<file path="config.mk">
export PLATFORM = sky130hd
export DESIGN_NAME = ls_order_queue_flat
export DESIGN_NICKNAME = d
export VERILOG_FILES = /design/src/rtl/ls_order_queue_if.sv /design/src/rtl/ls_order_queue.sv /design/src/flat_wrapper.sv
export SDC_FILE = /design/constraint.sdc
export NUM_CORES = 2
export LEC_CHECK = 0
export BUFFER_PORTS_ARGS = -buffer_cell sky130_fd_sc_hd__buf_2
export CORE_UTILIZATION = 55
export DETAILED_ROUTE_END_ITERATION = 8
export MAX_ROUTING_LAYER = met4
export PLACE_DENSITY_LB_ADDON = 0.25
export SETUP_SLACK_MARGIN = 0.3
export SKIP_CTS_REPAIR_TIMING = 1
export SLEW_MARGIN = 20
export SYNTH_ARGS = -nofsm -noshare
export SYNTH_HDL_FRONTEND = slang
export SYNTH_SLANG_ARGS = --single-unit
</file>
<file path="constraint.sdc">
create_clock -name clk_in -period 64.1 [get_ports clk_in]
set_input_delay 12.82 -clock clk_in [delete_from_list [all_inputs] [get_ports clk_in]]
set_output_delay 12.82 -clock clk_in [all_outputs]
set_load 0.02 [all_outputs]
</file>
<file path="src/rtl/ls_order_queue_if.sv">
// Dispatch, CDB broadcast, memory-issue and store-data-report signals of the
// load/store order queue.
interface ls_order_queue_if #(
    parameter int DEPTH   = 16,
    parameter int DATA_W  = 32,
    parameter int ROB_W   = 4,
    parameter int NUM_CDB = 2
);
    localparam int CNT_W = $clog2(DEPTH) + 1;

    logic                        disp_en_in;
    logic                        disp_is_store_in;
    logic [1:0]                  disp_size_in;
    logic                        disp_unsigned_in;
    logic [DATA_W-1:0]           disp_vj_in;
    logic [ROB_W-1:0]            disp_qj_in;
    logic [DATA_W-1:0]           disp_vk_in;
    logic [ROB_W-1:0]            disp_qk_in;
    logic [DATA_W-1:0]           disp_imm_in;
    logic [ROB_W-1:0]            disp_dest_in;
    logic [NUM_CDB-1:0]          cdb_en_in;
    logic [NUM_CDB*ROB_W-1:0]    cdb_dest_in;
    logic [NUM_CDB*DATA_W-1:0]   cdb_value_in;
    logic                        lbuf_rdy_in;
    logic                        full_out;
    logic [CNT_W-1:0]            count_out;
    logic                        au_en_out;
    logic [DATA_W-1:0]           au_addr_out;
    logic [ROB_W-1:0]            au_dest_out;
    logic                        au_is_store_out;
    logic [1:0]                  au_size_out;
    logic                        au_unsigned_out;
    logic                        rob_en_out;
    logic [ROB_W-1:0]            rob_dest_out;
    logic [DATA_W-1:0]           rob_value_out;

    modport master (
        output disp_en_in, disp_is_store_in, disp_size_in, disp_unsigned_in,
               disp_vj_in, disp_qj_in, disp_vk_in, disp_qk_in, disp_imm_in,
               disp_dest_in, cdb_en_in, cdb_dest_in, cdb_value_in, lbuf_rdy_in,
        input  full_out, count_out, au_en_out, au_addr_out, au_dest_out,
               au_is_store_out, au_size_out, au_unsigned_out,
               rob_en_out, rob_dest_out, rob_value_out
    );

    modport slave (
        input  disp_en_in, disp_is_store_in, disp_size_in, disp_unsigned_in,
               disp_vj_in, disp_qj_in, disp_vk_in, disp_qk_in, disp_imm_in,
               disp_dest_in, cdb_en_in, cdb_dest_in, cdb_value_in, lbuf_rdy_in,
        output full_out, count_out, au_en_out, au_addr_out, au_dest_out,
               au_is_store_out, au_size_out, au_unsigned_out,
               rob_en_out, rob_dest_out, rob_value_out
    );
endinterface

</file>
<file path="src/rtl/ls_order_queue.sv">
// In-order load/store queue: captures operands from the CDB, reports store data
// to the ROB oldest-first and issues memory ops strictly from the head.
module ls_order_queue #(
    parameter int DEPTH   = 16,
    parameter int DATA_W  = 32,
    parameter int ROB_W   = 4,
    parameter int NUM_CDB = 2
) (
    input logic            clk_in,
    input logic            rst_in,
    input logic            rdy_in,
    input logic            flush_in,
    ls_order_queue_if.slave bus
);
    localparam int PTR_W = $clog2(DEPTH);
    localparam int CNT_W = PTR_W + 1;
    localparam logic [CNT_W-1:0] FULL_CNT = CNT_W'(DEPTH);

    logic [ROB_W-1:0]  cdb_dest  [NUM_CDB];
    logic [DATA_W-1:0] cdb_value [NUM_CDB];

    genvar gi;
    generate
        for (gi = 0; gi < NUM_CDB; gi++) begin : g_cdb
            assign cdb_dest[gi]  = bus.cdb_dest_in[gi*ROB_W +: ROB_W];
            assign cdb_value[gi] = bus.cdb_value_in[gi*DATA_W +: DATA_W];
        end
    endgenerate

    // Control state (reset) and per-entry payload (no reset needed: gated by valid)
    logic [PTR_W-1:0]  head_reg, head_next, tail_reg, tail_next;
    logic [CNT_W-1:0]  count_reg, count_next;
    logic [DEPTH-1:0]  valid_reg, valid_next, reported_reg, reported_next;
    logic [DEPTH-1:0]  is_store_reg, is_store_next, uns_reg, uns_next;
    logic [1:0]        size_reg  [DEPTH];
    logic [1:0]        size_next [DEPTH];
    logic [DATA_W-1:0] vj_reg [DEPTH], vj_next [DEPTH], vk_reg [DEPTH], vk_next [DEPTH];
    logic [DATA_W-1:0] imm_reg [DEPTH], imm_next [DEPTH];
    logic [ROB_W-1:0]  qj_reg [DEPTH], qj_next [DEPTH], qk_reg [DEPTH], qk_next [DEPTH];
    logic [ROB_W-1:0]  dest_reg [DEPTH], dest_next [DEPTH];

    logic              au_en_reg, au_is_store_reg, au_unsigned_reg;
    logic [DATA_W-1:0] au_addr_reg, au_addr_next;
    logic [ROB_W-1:0]  au_dest_reg;
    logic [1:0]        au_size_reg;
    logic              rob_en_reg;
    logic [ROB_W-1:0]  rob_dest_reg;
    logic [DATA_W-1:0] rob_value_reg, rob_value_next;

    logic              pop_ok, disp_ok, rep_found;
    logic [PTR_W-1:0]  rep_idx, scan_idx;
    logic [DATA_W-1:0] disp_vj, disp_vk;
    logic [ROB_W-1:0]  disp_qj, disp_qk;

    // Head may leave only with its base ready; a store also needs its data already reported.
    assign pop_ok  = (count_reg != '0) && (qj_reg[head_reg] == '0) &&
                     (is_store_reg[head_reg] ? reported_reg[head_reg] : bus.lbuf_rdy_in);
    assign disp_ok = bus.disp_en_in && (count_reg != FULL_CNT);
    assign au_addr_next = vj_reg[head_reg] + imm_reg[head_reg];

    always_comb begin
        valid_next    = valid_reg;
        reported_next = reported_reg;
        is_store_next = is_store_reg;
        uns_next      = uns_reg;
        size_next     = size_reg;
        vj_next       = vj_reg;
        qj_next       = qj_reg;
        vk_next       = vk_reg;
        qk_next       = qk_reg;
        imm_next      = imm_reg;
        dest_next     = dest_reg;
        head_next     = head_reg;
        tail_next     = tail_reg;
        rep_found     = 1'b0;
        rep_idx       = '0;
        scan_idx      = '0;
        disp_vj       = bus.disp_vj_in;
        disp_qj       = bus.disp_qj_in;
        disp_vk       = bus.disp_vk_in;
        disp_qk       = bus.disp_qk_in;

        // Walk channels from high to low so the lowest matching channel wins.
        for (int i = 0; i < DEPTH; i++) begin
            for (int c = NUM_CDB - 1; c >= 0; c--) begin
                if (valid_reg[i] && bus.cdb_en_in[c]) begin
                    if (qj_reg[i] != '0 && cdb_dest[c] == qj_reg[i]) begin
                        vj_next[i] = cdb_value[c];
                        qj_next[i] = '0;
                    end
                    if (qk_reg[i] != '0 && cdb_dest[c] == qk_reg[i]) begin
                        vk_next[i] = cdb_value[c];
                        qk_next[i] = '0;
                    end
                end
            end
        end

        for (int c = NUM_CDB - 1; c >= 0; c--) begin
            if (bus.cdb_en_in[c]) begin
                if (bus.disp_qj_in != '0 && cdb_dest[c] == bus.disp_qj_in) begin
                    disp_vj = cdb_value[c];
                    disp_qj = '0;
                end
                if (bus.disp_qk_in != '0 && cdb_dest[c] == bus.disp_qk_in) begin
                    disp_vk = cdb_value[c];
                    disp_qk = '0;
                end
            end
        end

        for (int k = 0; k < DEPTH; k++) begin
            scan_idx = head_reg + PTR_W'(k);
            if (!rep_found && valid_reg[scan_idx] && is_store_reg[scan_idx] &&
                qk_reg[scan_idx] == '0 && !reported_reg[scan_idx]) begin
                rep_found = 1'b1;
                rep_idx   = scan_idx;
            end
        end
        if (rep_found)
            reported_next[rep_idx] = 1'b1;

        if (pop_ok) begin
            valid_next[head_reg] = 1'b0;
            head_next            = head_reg + PTR_W'(1);
        end

        if (disp_ok) begin
            valid_next[tail_reg]    = 1'b1;
            reported_next[tail_reg] = 1'b0;
            is_store_next[tail_reg] = bus.disp_is_store_in;
            uns_next[tail_reg]      = bus.disp_unsigned_in;
            size_next[tail_reg]     = bus.disp_size_in;
            vj_next[tail_reg]       = disp_vj;
            qj_next[tail_reg]       = disp_qj;
            vk_next[tail_reg]       = disp_vk;
            qk_next[tail_reg]       = disp_qk;
            imm_next[tail_reg]      = bus.disp_imm_in;
            dest_next[tail_reg]     = bus.disp_dest_in;
            tail_next               = tail_reg + PTR_W'(1);
        end

        count_next = count_reg + CNT_W'(disp_ok) - CNT_W'(pop_ok);

        case (size_reg[rep_idx])
            2'b00:   rob_value_next = DATA_W'(vk_reg[rep_idx][7:0]);
            2'b01:   rob_value_next = DATA_W'(vk_reg[rep_idx][15:0]);
            default: rob_value_next = vk_reg[rep_idx];
        endcase
    end

    always_ff @(posedge clk_in) begin
        if (rst_in) begin
            head_reg        <= '0;
            tail_reg        <= '0;
            count_reg       <= '0;
            valid_reg       <= '0;
            reported_reg    <= '0;
            au_en_reg       <= 1'b0;
            au_addr_reg     <= '0;
            au_dest_reg     <= '0;
            au_is_store_reg <= 1'b0;
            au_size_reg     <= '0;
            au_unsigned_reg <= 1'b0;
            rob_en_reg      <= 1'b0;
            rob_dest_reg    <= '0;
            rob_value_reg   <= '0;
        end else if (rdy_in) begin
            if (flush_in) begin
                head_reg     <= '0;
                tail_reg     <= '0;
                count_reg    <= '0;
                valid_reg    <= '0;
                reported_reg <= '0;
                au_en_reg    <= 1'b0;
                rob_en_reg   <= 1'b0;
            end else begin
                head_reg     <= head_next;
                tail_reg     <= tail_next;
                count_reg    <= count_next;
                valid_reg    <= valid_next;
                reported_reg <= reported_next;
                au_en_reg    <= pop_ok;
                rob_en_reg   <= rep_found;
                if (pop_ok) begin
                    au_addr_reg     <= au_addr_next;
                    au_dest_reg     <= dest_reg[head_reg];
                    au_is_store_reg <= is_store_reg[head_reg];
                    au_size_reg     <= size_reg[head_reg];
                    au_unsigned_reg <= uns_reg[head_reg];
                end
                if (rep_found) begin
                    rob_dest_reg  <= dest_reg[rep_idx];
                    rob_value_reg <= rob_value_next;
                end
            end
        end else begin
            au_en_reg  <= 1'b0;
            rob_en_reg <= 1'b0;
        end
    end

    always_ff @(posedge clk_in) begin
        if (!rst_in && rdy_in && !flush_in) begin
            is_store_reg <= is_store_next;
            uns_reg      <= uns_next;
            size_reg     <= size_next;
            vj_reg       <= vj_next;
            qj_reg       <= qj_next;
            vk_reg       <= vk_next;
            qk_reg       <= qk_next;
            imm_reg      <= imm_next;
            dest_reg     <= dest_next;
        end
    end

    assign bus.full_out        = (count_reg == FULL_CNT);
    assign bus.count_out       = count_reg;
    assign bus.au_en_out       = au_en_reg;
    assign bus.au_addr_out     = au_addr_reg;
    assign bus.au_dest_out     = au_dest_reg;
    assign bus.au_is_store_out = au_is_store_reg;
    assign bus.au_size_out     = au_size_reg;
    assign bus.au_unsigned_out = au_unsigned_reg;
    assign bus.rob_en_out      = rob_en_reg;
    assign bus.rob_dest_out    = rob_dest_reg;
    assign bus.rob_value_out   = rob_value_reg;
endmodule
</file>
<file path="src/flat_wrapper.sv">
// flat-port wrapper written by rule: the top's interface ports become plain ports
module ls_order_queue_flat 
#(
    parameter int DEPTH   = 16,
    parameter int DATA_W  = 32,
    parameter int ROB_W   = 4,
    parameter int NUM_CDB = 2
)
  (clk_in, rst_in, rdy_in, flush_in, bus_disp_en_in, bus_disp_is_store_in, bus_disp_size_in, bus_disp_unsigned_in, bus_disp_vj_in, bus_disp_qj_in, bus_disp_vk_in, bus_disp_qk_in, bus_disp_imm_in, bus_disp_dest_in, bus_cdb_en_in, bus_cdb_dest_in, bus_cdb_value_in, bus_lbuf_rdy_in, bus_full_out, bus_count_out, bus_au_en_out, bus_au_addr_out, bus_au_dest_out, bus_au_is_store_out, bus_au_size_out, bus_au_unsigned_out, bus_rob_en_out, bus_rob_dest_out, bus_rob_value_out);
  ls_order_queue_if #(.DEPTH(DEPTH), .DATA_W(DATA_W), .ROB_W(ROB_W), .NUM_CDB(NUM_CDB)) bus_i ();
  input logic clk_in;
  input logic rst_in;
  input logic rdy_in;
  input logic flush_in;
  input wire logic [$bits(bus_i.disp_en_in)-1:0] bus_disp_en_in;
  input wire logic [$bits(bus_i.disp_is_store_in)-1:0] bus_disp_is_store_in;
  input wire logic [$bits(bus_i.disp_size_in)-1:0] bus_disp_size_in;
  input wire logic [$bits(bus_i.disp_unsigned_in)-1:0] bus_disp_unsigned_in;
  input wire logic [$bits(bus_i.disp_vj_in)-1:0] bus_disp_vj_in;
  input wire logic [$bits(bus_i.disp_qj_in)-1:0] bus_disp_qj_in;
  input wire logic [$bits(bus_i.disp_vk_in)-1:0] bus_disp_vk_in;
  input wire logic [$bits(bus_i.disp_qk_in)-1:0] bus_disp_qk_in;
  input wire logic [$bits(bus_i.disp_imm_in)-1:0] bus_disp_imm_in;
  input wire logic [$bits(bus_i.disp_dest_in)-1:0] bus_disp_dest_in;
  input wire logic [$bits(bus_i.cdb_en_in)-1:0] bus_cdb_en_in;
  input wire logic [$bits(bus_i.cdb_dest_in)-1:0] bus_cdb_dest_in;
  input wire logic [$bits(bus_i.cdb_value_in)-1:0] bus_cdb_value_in;
  input wire logic [$bits(bus_i.lbuf_rdy_in)-1:0] bus_lbuf_rdy_in;
  output wire logic [$bits(bus_i.full_out)-1:0] bus_full_out;
  output wire logic [$bits(bus_i.count_out)-1:0] bus_count_out;
  output wire logic [$bits(bus_i.au_en_out)-1:0] bus_au_en_out;
  output wire logic [$bits(bus_i.au_addr_out)-1:0] bus_au_addr_out;
  output wire logic [$bits(bus_i.au_dest_out)-1:0] bus_au_dest_out;
  output wire logic [$bits(bus_i.au_is_store_out)-1:0] bus_au_is_store_out;
  output wire logic [$bits(bus_i.au_size_out)-1:0] bus_au_size_out;
  output wire logic [$bits(bus_i.au_unsigned_out)-1:0] bus_au_unsigned_out;
  output wire logic [$bits(bus_i.rob_en_out)-1:0] bus_rob_en_out;
  output wire logic [$bits(bus_i.rob_dest_out)-1:0] bus_rob_dest_out;
  output wire logic [$bits(bus_i.rob_value_out)-1:0] bus_rob_value_out;
  assign bus_i.disp_en_in = bus_disp_en_in;
  assign bus_i.disp_is_store_in = bus_disp_is_store_in;
  assign bus_i.disp_size_in = bus_disp_size_in;
  assign bus_i.disp_unsigned_in = bus_disp_unsigned_in;
  assign bus_i.disp_vj_in = bus_disp_vj_in;
  assign bus_i.disp_qj_in = bus_disp_qj_in;
  assign bus_i.disp_vk_in = bus_disp_vk_in;
  assign bus_i.disp_qk_in = bus_disp_qk_in;
  assign bus_i.disp_imm_in = bus_disp_imm_in;
  assign bus_i.disp_dest_in = bus_disp_dest_in;
  assign bus_i.cdb_en_in = bus_cdb_en_in;
  assign bus_i.cdb_dest_in = bus_cdb_dest_in;
  assign bus_i.cdb_value_in = bus_cdb_value_in;
  assign bus_i.lbuf_rdy_in = bus_lbuf_rdy_in;
  assign bus_full_out = bus_i.full_out;
  assign bus_count_out = bus_i.count_out;
  assign bus_au_en_out = bus_i.au_en_out;
  assign bus_au_addr_out = bus_i.au_addr_out;
  assign bus_au_dest_out = bus_i.au_dest_out;
  assign bus_au_is_store_out = bus_i.au_is_store_out;
  assign bus_au_size_out = bus_i.au_size_out;
  assign bus_au_unsigned_out = bus_i.au_unsigned_out;
  assign bus_rob_en_out = bus_i.rob_en_out;
  assign bus_rob_dest_out = bus_i.rob_dest_out;
  assign bus_rob_value_out = bus_i.rob_value_out;
  ls_order_queue #(.DEPTH(DEPTH), .DATA_W(DATA_W), .ROB_W(ROB_W), .NUM_CDB(NUM_CDB)) u_core (.clk_in(clk_in), .rst_in(rst_in), .rdy_in(rdy_in), .flush_in(flush_in), .bus(bus_i));
endmodule
</file>
==> run summary <==
Final setup viols = 0
CTS Buf Count = 203
Final period util = 28.84%
RePlAce Congestion = 0.9287
Internal power = 2.092 mW
Post-Syn Nets = 10,700
Pleak = 46.26 nW
Die Footprint = 0.2094 mm^2
Leading post-synthesis cells by cell area = edfxtp_1 47%, mux2i_1 11%, mux4_2 7.6%
Comb pwr share = 6.3%
Util after Layout = 60.10%
Crit-path max FO = 106
DR WL/cell = 32.27 um
Net Switching = 664.4 uW
First-pass GRT wire length = 593,600 um
Initial Util = 55.57%
Clk sinks = 1,915
I/O pins = 276
Fin crit period = 18.48 ns
Root Driver = clkbuf_16
Yosys top cell by area = edfxtp_1
Area post-placement = 0.1166 mm^2
Synth warnings = 0
Clock network power share = 42.9%
Mapped Area = 0.1141 mm^2
Share of Yosys cell area claimed by the top area cell type = 47.14%
# rows = 166
Cell with the most instances after synthesis = edfxtp_1
Total power = 2.756 mW
Failing checks = design-rule violations
MaxCap Viol Count = 0
I/O Buffers = 275
CTS tree = built
Critical Path AT = 18.98 ns
Via count = 93,290
H-tree levels = 4
Share of layout cells above drive strength 1 = 13.10%
Most frequent cells after synthesis = 1,792 x edfxtp_1, 1,554 x nand2_1, 1,220 x mux2i_1
Post-Route WL = 413,700 um
Synth Area in Simple Gates = 9.548%
Worst Path Required = 64.59 ns
Vias in the first global route = 86,550
Initial drt markers = 16,820
CTS max path bufs = 3
Worst Tran Pin Value = 1.281 ns
Avg Vias per Cell = 7.276
Die Ht = 457.6 um
Compound-Gate Fraction of Synth Area = 15.71%
Main synth FF type = edfxtp_1
PwrDens = 22.33 mW/mm^2
CTS clk-pin slew, worst paths = 0.06 ns
Fin. max-slew vios = 0
Final Hold Fails = 0
Combinational family with the most area after synthesis = multiplexers
Worst VDD drop = 0.03227 mV
GRT Total Usage = 39.42%
Final Cell Area = 0.1235 mm^2
Post-Synthesis Cells = 10,450
Total congestion overflow = 0
Post-synthesis adder-cell area fraction = 0.6270%
RSZ-0062 raised after global routing = no
Yosys cell types = 92
HP Class = flip-flop to flip-flop
Nature of the critical path endpoint = flip-flop
Clk Latency, worst-skew pair = 0.91 ns
Final nets = 10,170
Crit Path Class = input pin to flip-flop
Residual DRC count = 2
CORE AREA = 0.2054 mm^2
Sw Share = 24.11%
Flops & latches, synth = 1,915
Synth Area in XOR/XNOR = 2.164%
Post-synthesis sequential area ratio = 49.30%
Startpoint Class = input pin
Clk_skew = 0.04442 ns
Mean Syn Cell Area = 10.92 um^2
Outcome = complete, but fails checks
Initial antenna violation count = 26
Mux contribution to synthesized area = 18.39%
Slew HR = 14.57%
Register share of total power = 50.7%
Synth async-reset ratio = 0%
Post-synth EDFFs = 1,792
Die width = 457.6 um
Detailed Place HPWL = 225,500 um
Setup TNS = 0 ns
Area delta synth->final = 8.158%
Fmax = 54.10 MHz
Pin count of the biggest net entering global routing = 171
Routed Antenna Nets = 0
Drt first pass iters = 9
[critical path, cell delays in order]
cell	delay, ns
buf_2	0.19
nor2b_1	0.56
nand2_4	0.59
inv_8	0.79
buf_4	0.89
buf_4	0.98
buf_4	0.88
buf_4	0.86
[worst paths after layout]
check / start / to / slack (ns) / cells after the start
setup reg to reg: u_core.head_reg[1] / u_core.bus.rob_value_out[20] / 53.70 / 19
hold / removal: u_core.bus.rob_value_out[14] / u_core.bus.rob_value_out[14] / 0.47 / 1
setup / recovery: rdy_in / u_core.vk_reg[378] / 45.62 / 8
hold reg to reg: u_core.bus.rob_value_out[14] / u_core.bus.rob_value_out[14] / 0.47 / 1
[power by group through the flow]
stage | Clock [mW] | Combinational, mW | Sequential (mW)
6_report | 1.18 | 0.175 | 1.40
4_1_cts | 1.18 | 0.167 | 1.40
3_5_place_dp | 0 | 0.166 | 1.42
3_3_place_gp | 0 | 0.162 | 1.42
2_1_floorplan | 0 | 0.108 | 1.46
5_1_grt | 1.23 | 0.184 | 1.40
[layer usage]
layer,vias to the layer above,share of wire [%],track usage [%],wire [um]
met5,-,0,-,0
met1,45030,36,51.30,148000
met2,7998,43,56.12,178700
met3,1387,14,9.156,59510
li1,38870,-,-,-
met4,0,6.7,23.64,27550
[layout make-up]
class / count / area, um^2
Clock inverter: 106 / 1076
Clock buffer: 273 / 5518
Multi-Input combinational cell: 7260 / 53830
Tap cell: 2688 / 3363
Fill cell: 15990 / 81960
Inverter: 57 / 226.5
Timing Repair Buffer: 485 / 3059
Sequential cell: 1915 / 56290
Antenna cell: 37 / 92.59
[cells in the final DEF (no fill, tap or decap), drive strengths merged, types with 9 or more instances in the layout]
cell type and instances:
xor2 179, nor3 125, a21oi 240, o211ai 1037, xnor2 103, and2 18, nand3 268, o221ai 21
mux4 384, a21o 19, and3 46, o21a 9, nand2b 26, inv 61, a32oi 19, a221oi 30
nor2b 21, nand4 19, a211oi 25, diode 37, a31oi 42, a32o 9, clkbuf 274, a22o 146
or3 13, ha 54, mux2i 1220, o21ai 1098, mux2 11, dfxtp 123, nor2 268, edfxtp 1792
or4 55, bufinv 12, nor3b 18, clkinv 88, a311oi 15, buf 484, nand2 1554, nor4 61
[per-stage QoR]
stage,hold slack (ns),setup WS [ns],instances
2_1_floorplan,0.4522,17.50,10450
3_3_place_gp,0.4474,45.09,12400
3_5_place_dp,0.4555,45.01,12400
4_1_cts,0.4693,45.93,12780
5_1_grt,0.4908,45.43,12820
6_report,0.4680,45.62,12820
[cells by family after synthesis]
logic type	count (synthesis)
compound gates	2787
simple gates	2520
flops	1915
mux	1615
buf+inv	1273
xor+xnor	282
fa+ha+maj	56
Power figures use the tool's default switching activity.
